[src/rtl/fm2151_wrsched.sv]
// rtl/fm2151_wrsched.sv - YM2151 register-write scheduler with FIFO, cen pacing and busy wait
module fm2151_wrsched #(
    parameter int DEPTH    = 16,
    parameter int MIN_WAIT = 2,
    parameter int BUSY_TMO = 255
) (
    input  logic                     clk,
    input  logic                     rst,
    input  logic                     cen,
    input  logic                     wr_valid,
    output logic                     wr_ready,
    input  logic [7:0]               wr_addr,
    input  logic [7:0]               wr_data,
    input  logic                     flush,
    input  logic                     rd_req,
    output logic                     rd_ack,
    output logic [7:0]               rd_status,
    output logic                     busy,
    output logic [$clog2(DEPTH):0]   fifo_level,
    output logic                     tmo_err,
    output logic                     fm_cs_n,
    output logic                     fm_wr_n,
    output logic                     fm_a0,
    output logic [7:0]               fm_din,
    input  logic [7:0]               fm_dout
);
    localparam int AW = $clog2(DEPTH);
    localparam int CW = 16;
    localparam logic [AW:0] PTR_ONE  = (AW+1)'(1);
    localparam logic [AW:0] LVL_FULL = (AW+1)'(DEPTH);

    typedef enum logic [2:0] {
        IDLE,
        ADDR_WR,
        GAP,
        DATA_WR,
        BUSY_WAIT
    } state_t;

    state_t         state, state_next;
    logic [15:0]    mem [DEPTH];
    logic [AW:0]    wr_ptr, rd_ptr;
    logic [15:0]    head;
    logic           empty, full, push, pop, start, keep_head, tmo_set;
    logic           cs_n_next, wr_n_next, a0_next;
    logic [7:0]     din_next;
    logic [CW-1:0]  cnt, cnt_next, cnt_inc;

    assign fifo_level = wr_ptr - rd_ptr;
    assign empty      = (wr_ptr == rd_ptr);
    assign full       = (fifo_level == LVL_FULL);
    assign wr_ready   = ~rst & ~full & ~flush;
    assign push       = wr_valid & wr_ready;
    assign head       = mem[rd_ptr[AW-1:0]];
    assign busy       = ~empty | (state != IDLE);

    // The head stays in the FIFO until its data write ends, so a flush
    // while a pair is in flight must preserve exactly that one entry.
    assign keep_head  = start | (state == ADDR_WR) | (state == GAP) | (state == DATA_WR);

    always_ff @(posedge clk) begin
        if (push) begin
            mem[wr_ptr[AW-1:0]] <= {wr_addr, wr_data};
        end
    end

    always_ff @(posedge clk) begin
        if (rst) begin
            wr_ptr <= '0;
            rd_ptr <= '0;
        end else begin
            if (pop) begin
                rd_ptr <= rd_ptr + PTR_ONE;
            end
            if (flush) begin
                wr_ptr <= keep_head ? rd_ptr + PTR_ONE : rd_ptr;
            end else if (push) begin
                wr_ptr <= wr_ptr + PTR_ONE;
            end
        end
    end

    always_comb begin
        state_next = state;
        cs_n_next  = fm_cs_n;
        wr_n_next  = fm_wr_n;
        a0_next    = fm_a0;
        din_next   = fm_din;
        cnt_next   = cnt;
        cnt_inc    = cnt + CW'(1);
        pop        = 1'b0;
        start      = 1'b0;
        tmo_set    = 1'b0;
        case (state)
            IDLE: begin
                if (cen && !empty) begin
                    a0_next    = 1'b0;
                    din_next   = head[15:8];
                    cs_n_next  = 1'b0;
                    wr_n_next  = 1'b0;
                    start      = 1'b1;
                    state_next = ADDR_WR;
                end
            end
            ADDR_WR: begin
                if (cen) begin
                    cs_n_next  = 1'b1;
                    wr_n_next  = 1'b1;
                    state_next = GAP;
                end
            end
            GAP: begin
                if (cen) begin
                    a0_next    = 1'b1;
                    din_next   = head[7:0];
                    cs_n_next  = 1'b0;
                    wr_n_next  = 1'b0;
                    state_next = DATA_WR;
                end
            end
            DATA_WR: begin
                if (cen) begin
                    cs_n_next  = 1'b1;
                    wr_n_next  = 1'b1;
                    pop        = 1'b1;
                    cnt_next   = '0;
                    state_next = BUSY_WAIT;
                end
            end
            BUSY_WAIT: begin
                // busy is ignored until the core has had time to raise it
                if (cen) begin
                    if (cnt_inc > CW'(MIN_WAIT) && !fm_dout[7]) begin
                        state_next = IDLE;
                    end else if (cnt_inc >= CW'(BUSY_TMO)) begin
                        tmo_set    = 1'b1;
                        state_next = IDLE;
                    end else begin
                        cnt_next = cnt_inc;
                    end
                end
            end
            default: begin
                state_next = IDLE;
                cs_n_next  = 1'b1;
                wr_n_next  = 1'b1;
            end
        endcase
    end

    always_ff @(posedge clk) begin
        if (rst) begin
            state   <= IDLE;
            fm_cs_n <= 1'b1;
            fm_wr_n <= 1'b1;
            fm_a0   <= 1'b0;
            fm_din  <= 8'h00;
            cnt     <= '0;
            tmo_err <= 1'b0;
        end else begin
            state   <= state_next;
            fm_cs_n <= cs_n_next;
            fm_wr_n <= wr_n_next;
            fm_a0   <= a0_next;
            fm_din  <= din_next;
            cnt     <= cnt_next;
            if (tmo_set) begin
                tmo_err <= 1'b1;
            end
        end
    end

    always_ff @(posedge clk) begin
        if (rst) begin
            rd_ack    <= 1'b0;
            rd_status <= 8'h00;
        end else begin
            rd_ack <= rd_req;
            if (rd_req) begin
                rd_status <= {fm_dout[7] | busy, fm_dout[6:0]};
            end
        end
    end
endmodule

[config.mk]
export PLATFORM = sky130hd
export DESIGN_NAME = fm2151_wrsched
export DESIGN_NICKNAME = d
export VERILOG_FILES = /design/src/rtl/fm2151_wrsched.sv
export SDC_FILE = /design/constraint.sdc
export NUM_CORES = 1
export LEC_CHECK = 0
export CAP_MARGIN = 20
export CORE_MARGIN = 1.5
export CORE_UTILIZATION = 40
export CTS_BUF_LIST = sky130_fd_sc_hd__clkbuf_8
export DETAILED_ROUTE_END_ITERATION = 12
export GPL_TIMING_DRIVEN = 0
export SLEW_MARGIN = 5
export SYNTH_ARGS = -nofsm -noshare
export SYNTH_HDL_FRONTEND = slang
export SYNTH_SLANG_ARGS = --single-unit
export TNS_END_PERCENT = 1
[constraint.sdc]
create_clock -name clk -period 4.23 [get_ports clk]
set_clock_uncertainty 0.2 [all_clocks]
set_input_delay 0.423 -clock clk [delete_from_list [all_inputs] [get_ports clk]]
set_output_delay 0.423 -clock clk [all_outputs]
set_load 0.05 [all_outputs]
==> impl_metrics.env <==
export IMPL_num_vias=6979
export IMPL_cp_required_ns=4.32
export IMPL_slowest_stage="and3_1"
export IMPL_avgSynthCellArea_um2=16.9
export IMPL_synthArstFlopShare=0
export IMPL_clock_path_buffers=3
export IMPL_power_density_nw_per_um2=417
export IMPL_fin_area_um2=15000
export IMPL_yosysUniqueCellTypes=56
export IMPL_multi_input_area_um2=3690
export IMPL_post_cts_buffers=0
export IMPL_cp_end_kind="flip-flop"
export IMPL_hold_path_class="in -> reg"
export IMPL_max_freq_mhz=256
export IMPL_clk_latency_ns=0.59
export IMPL_yosysMostFrequentCell="edfxtp_1"
export IMPL_whs_ns=0.199
export IMPL_drc=0
export IMPL_placed_area_um2=14000
export IMPL_path_class="reg -> reg"
export IMPL_core_area_um2=30800
export IMPL_start_util=0.411
export IMPL_diodes=0
export IMPL_drive_gt1_frac=0.210
export IMPL_rsz0062_at_grt="false"
export IMPL_fp_dieH_um=181
export IMPL_viasPerCell=5.32
export IMPL_clk_pin_slew_ns=0.05
export IMPL_seqCellArea_um2=8750
export IMPL_p_leak_uw=0.00497
export IMPL_syn_area_um2=12700
export IMPL_grt_pass1_vias=7064
export IMPL_status="finished clean"
export IMPL_cts_sinks=309
export IMPL_synth_nets=793
export IMPL_hpwl_um=19400
export IMPL_wl_um=29100
export IMPL_path_depth=11
export IMPL_grt_max_degree=17
export IMPL_r2r_start="wr_ptr[0]$_SDFFE_PP0P_"
export IMPL_nets=921
export IMPL_tightest_slew_ns=1.00
export IMPL_relSlewSlack=0.332
export IMPL_grt_pass1_wl_um=44000
export IMPL_period_share=0.923
export IMPL_htreeDepth=2
export IMPL_cpLargestDelayFamily="simple AND/OR/NAND/NOR gates"
export IMPL_maxSlewViolCount=0
export IMPL_fillers=2633
export IMPL_slowest_delay_ns=0.71
export IMPL_timing_rr_end="mem[10][10]$_DFFE_PP_"
export IMPL_synth_ff_type="edfxtp_1"
export IMPL_cp_endpoint="mem[10][10]$_DFFE_PP_"
export IMPL_die_area_um2=32700
export IMPL_dp_cells=1219
export IMPL_grt_use_total=0.183
export IMPL_synth_edff_count=256
export IMPL_ys_ff_latch=309
export IMPL_grt_antenna_before_repair=0
export IMPL_crit_chain="inv_1, ha_1, fa_1, nor2b_1, o21ai_0, a21o_1, o2111ai_1, and3_1, clkbuf_1, and3_1, buf_16"
export IMPL_first_iter_violations=432
export IMPL_detail_route_first_pass_iterations=5
export IMPL_critPathLaunchType="flip-flop"
export IMPL_path_common_cell="and3_1"
export IMPL_cts_tree="done"
export IMPL_yosysTopAreaCellShare=0.607
export IMPL_final_cells=1311
export IMPL_grt_overflow_total=0
export IMPL_synth_cells=749
export IMPL_wl_per_cell_um=22.2
export IMPL_finalPower_uw=6270
export IMPL_r2r_cells=11
export IMPL_netlist_top_cells_area="edfxtp_1 61%, mux4_2 12%, dfxtp_1 8.4%, mux2i_1 1.7%, ha_1 1.3%"
export IMPL_path_buf_inv=3
export IMPL_postRouteAntennaNets=0
export IMPL_gp_congestion=0.759
export IMPL_pin_count=58
export IMPL_hold_viol=0
export IMPL_setup_viol=0
export IMPL_yosysSeqAreaShare=0.691
export IMPL_arrival_ns=3.99
export IMPL_reg2reg_slack_ns=0.32
export IMPL_yosys_area_top_type="edfxtp_1"
export IMPL_synthTopCellsByCount="256 x edfxtp_1, 67 x mux4_2, 53 x dfxtp_1"
export IMPL_ys_warn_count=0
export IMPL_clock_tree_root_cell="clkbuf_8"
export IMPL_die_w_um=181
export IMPL_numCtsBuffers=51
export IMPL_area_growth_pct=18.8
export IMPL_ir_drop_mv=0.230
export IMPL_port_buffer_count=56
export IMPL_critPathLaunch="wr_ptr[0]$_SDFFE_PP0P_"
export IMPL_cap_violations=0
export IMPL_period_needed_ns=3.91
export IMPL_critPathMaxFanout=10
export IMPL_rows=64
-- layer usage --
layer / up-vias / wire [µm] / global-route usage
li1: 3226 / - / -
met1: 3522 / 12900 / 0.244
met2: 189 / 14200 / 0.303
met3: 42 / 1330 / 0.0318
met4: 0 / 663 / 0.0612
met5: - / 0 / 0
-- cells by family (layout without fill, tap and decap cells) --
logic type	after synthesis	in the layout	synth area share
adder cells (fa/ha/maj)	14	14	0.0144
flip-flops	309	309	0.691
buffers and inverters	54	220	0.0198
AO/OA/AOI/OAI	83	83	0.0454
AND/OR/NAND/NOR	173	173	0.0720
XOR/XNOR	18	18	0.0125
multiplexers	98	98	0.145
-- placed cells by master, fill, tap and decap left out, types with 4 or more instances in the layout --
cell             count
a211oi_1            10
a21o_1              10
a21oi_1             20
a31oi_1              8
and2_1              10
and3_1              12
buf_16               4
buf_2                8
buf_4                9
buf_6                8
buf_8                6
bufinv_16            4
clkbuf_1            21
clkbuf_8            52
clkdlybuf4s50_1     55
clkinv_1            13
dfxtp_1             53
edfxtp_1           256
ha_1                13
inv_1               31
mux2_2              10
mux2i_1             21
mux4_2              67
nand2_1             39
nand2b_1             4
nand3_1             17
nand4_1              7
nor2_1              33
nor2b_1             11
nor3_1               8
nor3_2               4
o211ai_1             9
o21ai_0              5
or3_1                5
xnor2_1              9
xor2_1               9
-- worst reg2reg max path: cells and delay by family, from the launching register on --
family,cells,cell delay (ns)
DFF,1,0.41
and+or+nand+nor,3,1.18
buffers and inverters,3,0.66
adders and majority gates,2,0.65
AOI/OAI and AO/OA,3,0.53
-- repair_timing --
| action | CTS | global route |
|---|---|---|
| setup endpoints to repair | 0 | 18 |
| hold buffers | 0 | 0 |
| gates resized for setup | 0 | 3 |
-- area by class of cell --
type | count | share of cell area
Sequential cell | 309 | 0.582
Buffer | 39 | 0.0129
Clock inverter | 39 | 0.0186
Inverter | 15 | 0.00374
Multi-Input combinational cell | 386 | 0.246
Tap cell | 396 | 0.0330
Clock buffer | 52 | 0.0476
Timing Repair Buffer | 75 | 0.0567
-- sequential cells by signal, indices dropped and copies added, names as in the netlist, named ones only --
| signal | count |
|---|---|
| cnt | 16 |
| fm_a0 | 1 |
| fm_din | 8 |
| fm_wr_n | 1 |
| mem | 256 |
| rd_ack | 1 |
| rd_ptr | 5 |
| rd_status | 8 |
| state | 3 |
| tmo_err | 1 |
| wr_ptr | 5 |
-- power by group --
| group | switching (µW) | internal, µW | total, µW |
|---|---|---|---|
| sequential | 20.1 | 3320 | 3340 |
| clock | 1170 | 1390 | 2560 |
| combinational | 234 | 127 | 361 |
-- how the worst min path moves through the flow --
stage / startpoint / end / slack [ns] / cells after the start
4_1_cts: rd_req / rd_ack$_SDFF_PP0_ / 0.17 / 2
3_5_place_dp: fm_a0$_SDFFE_PP0P_ / fm_a0$_SDFFE_PP0P_ / 0.28 / 2
3_3_place_gp: rd_status[0]$_SDFFE_PP0P_ / rd_status[0]$_SDFFE_PP0P_ / 0.27 / 2
6_report: rd_req / rd_ack$_SDFF_PP0_ / 0.20 / 2
2_1_floorplan: cnt[15]$_SDFFE_PP0P_ / cnt[15]$_SDFFE_PP0P_ / 0.25 / 1
5_1_grt: rd_req / rd_ack$_SDFF_PP0_ / 0.20 / 2
-- through the flow --
step,setup WS (ns),util,setup TNS [ns]
6_report,0.324,0.488,0
2_1_floorplan,0.0330,-,0
5_1_grt,0.0659,0.488,0
4_1_cts,0.102,0.487,0
3_3_place_gp,-1.62,0.445,-120.72
3_5_place_dp,0.102,0.455,0
Note: power is estimated with default switching activity, not from simulation.
==> patch, RTL diff (config.mk and constraints unchanged) <==
Make the reset (`rst`) asynchronous in 3 clocked blocks.
--- a/src/rtl/fm2151_wrsched.sv
+++ b/src/rtl/fm2151_wrsched.sv
@@ -64,7 +64,7 @@
         end
     end
 
-    always_ff @(posedge clk) begin
+    always_ff @(posedge clk or posedge rst) begin
         if (rst) begin
             wr_ptr <= '0;
             rd_ptr <= '0;
@@ -148,7 +148,7 @@
         endcase
     end
 
-    always_ff @(posedge clk) begin
+    always_ff @(posedge clk or posedge rst) begin
         if (rst) begin
             state   <= IDLE;
             fm_cs_n <= 1'b1;
@@ -170,7 +170,7 @@
         end
     end
 
-    always_ff @(posedge clk) begin
+    always_ff @(posedge clk or posedge rst) begin
         if (rst) begin
             rd_ack    <= 1'b0;
             rd_status <= 8'h00;
Behaviour: differs if rst is asserted again (counterexample within 4 cycles, from zero or initial values and one cycle with rst high); with rst held inactive, the same outputs for 10 cycles.
==> patch against the unedited design <==
  * Hold slack got worse by 0.056 ns
  * Via count down 3.8%
  * First-iteration DRC count up 32%
  * Sequential share of layout area grew 1.2 points
  * Highest routed layer unchanged
  * Synthesized area up 0.68%
  * Sequential cell count down 4
  * Final area hardly changed
  * Routed wire length decreased by 1.4%
  * Setup slack got worse by 0.084 ns
  * Register-to-register slack lost 0.05 ns
Power is not compared: it rests on default switching activity, and its combinational part moved more than twofold at a synthesized area within 25%.
==> patch: results (changes against the unedited design) <==
The run finished with clean final reports. The final weighted congestion in routability-driven placement was 0.829 (+9.1%); the global-route wire length before repair was 43900 um (-0.27%). The library cell used as clock root buffer was clkbuf_8. Number of warnings printed during yosys synthesis: 0 (unchanged). The type of the worst min-delay path was primary input to flop. The worst slack at placement was -1.65 ns (-1.75 ns). The tools report the number of DRC markers in iteration 0 as 571 (+32%).

The tools report the count of nets after finishing as 846 (-8.1%). The post-detailed-placement half-perimeter wirelength is 18600 um (-4.4%), and the TritonCTS buffer count is 49 (-3.9%). For the pin count of the biggest net entering global routing, the log shows 42 (+25). The number of enable flip-flop cells after synthesis came out at 256 (unchanged). Ranked by total cell area, the synthesized netlist is headed by edfxtp_1 (60%), mux4_2 (14%), dfrtp_1 (9.4%). The sequential-to-total area share from yosys stat is 0.700 (+0.00838), and the proportion of synthesized flip-flops having asynchronous set or reset is 0.161 (+0.161).

The total track usage is 0.180 (-0.00249), and the worst-case vdd ir drop is 0.000483 V. The most used flip-flop cell after synthesis is edfxtp_1. Number of antenna violations at the first check in global routing: 0 (unchanged).

The endpoint arrival time on the critical path is 3.37 ns (-0.62 ns). The run gives 7136 (+1.0%) as the via count of the first global-routing pass. The routed via count came out at 6714 (-3.8%). The normalized max-slew margin was 0.464 (+0.132); the fraction of final layout cells sized beyond drive strength 1 was 0.273 (+0.0631). For this design the total switching power over the nets is 3160 uW. The logs give 0.58 ns for the clock network latency to the later pin of the worst-skew pair and 28700 um (-1.4%) for the routed wire length. The largest fanout on the critical path is 19 (+9), and the net count after synthesis is 733 (-7.6%).

The tools report the antenna diode count as 0 (unchanged). By count the netlist is led by edfxtp_1 (256), mux4_2 (80), dfrtp_1 (48). The count of input and output buffers is 56 (unchanged), and the number of different library cells in the post-synthesis netlist is 64 (+14%).
[patch: changes by cell type in the layout (fill, tap and decap cells not counted), moves of 8 or more]
cell and delta:
a21oi_1 -15, dfrtp_1 +46, and3_4 +10, mux2i_1 -15, dfxtp_1 -53, nor2_1 -12
clkinv_1 -11, and3_2 +11, nand3_1 -8, clkbuf_8 +8, a21o_1 -9, o21ai_0 +9
mux4_2 +13
[patch: logic make-up (layout without fill, tap and decap cells)]
logic type	Yosys count	in the layout	share of synthesized area
AND/OR/NAND/NOR	139	139	0.0597
adder cells (fa/ha/maj)	14	14	0.0143
AO/OA/AOI/OAI	61	61	0.0396
XOR/XNOR	18	18	0.0124
multiplexers	94	94	0.153
flip-flops	305	305	0.700
buffers and inverters	58	208	0.0212
[patch: cell type report]
| cell class | instances | area, sq um |
|---|---|---|
| Fill cell | 2606 | 16400 |
| Sequential cell | 305 | 8920 |
| Multi-Input combinational cell | 326 | 3620 |
| Clock buffer | 60 | 826 |
| Timing Repair Buffer | 66 | 728 |
| Tap cell | 402 | 503 |
| Buffer | 36 | 196 |
| Clock inverter | 28 | 166 |
| Inverter | 18 | 67.6 |
[patch: what timing repair did]
action,4_1_cts,5_1_grt
resized for setup,26,6
hold buffers,1,0
setup endpoints to repair,274,166
hold endpoints to repair,8,0
[patch: path summary, 6_finish.rpt]
path / depth (start not counted) / end / startpoint / slack (ns)
setup / recovery: 9 / wr_ready / rd_ptr[1] / 0.24
hold / removal: 4 / state[1] / cen / 0.14
setup reg to reg: 12 / mem[10][3] / rd_ptr[1] / 0.27
hold reg to reg: 2 / fm_din[4] / fm_din[4] / 0.28
max in group asynchronous: 4 / fm_wr_n / rst / 2.73
min in group asynchronous: 3 / fm_din[7] / rst / 0.52
[patch: critical path, cell delays in order (launching register included)]
cell and delay [ns]:
dfrtp_2 0.53, buf_6 0.29, inv_1 0.10, ha_1 0.30
nor2b_1 0.13, o21ai_0 0.22, nor3b_1 0.35, o2111ai_2 0.23
and2_1 0.20, clkdlybuf4s15_1 0.44
[patch: per-layer routing]
layer	vias to the layer above	GRT usage	routed length, um
met5	-	0	0
met1	3483	0.230	11900
met3	49	0.0347	1480
met4	0	0.0450	482
li1	3006	-	-
met2	176	0.317	14900
[patch: power groups by stage]
stage | logic, uW | registers (uW) | clock network [uW]
finish | 3180 | 3640 | 2500
global route | 3410 | 3660 | 2680
CTS | 3220 | 3640 | 2560
detailed placement | 3240 | 3660 | 0
global placement | 3150 | 3650 | 0
floorplan | 2080 | 3800 | 0
[patch: stage by stage]
step / cells / cell area [sq um] / util
floorplan: 689 / 12700 / -
global placement: 1147 / 13800 / 0.439
detailed placement: 1155 / 14000 / 0.443
CTS: 1240 / 15000 / 0.477
global route: 1241 / 15000 / 0.477
finish: 1241 / 15000 / 0.477
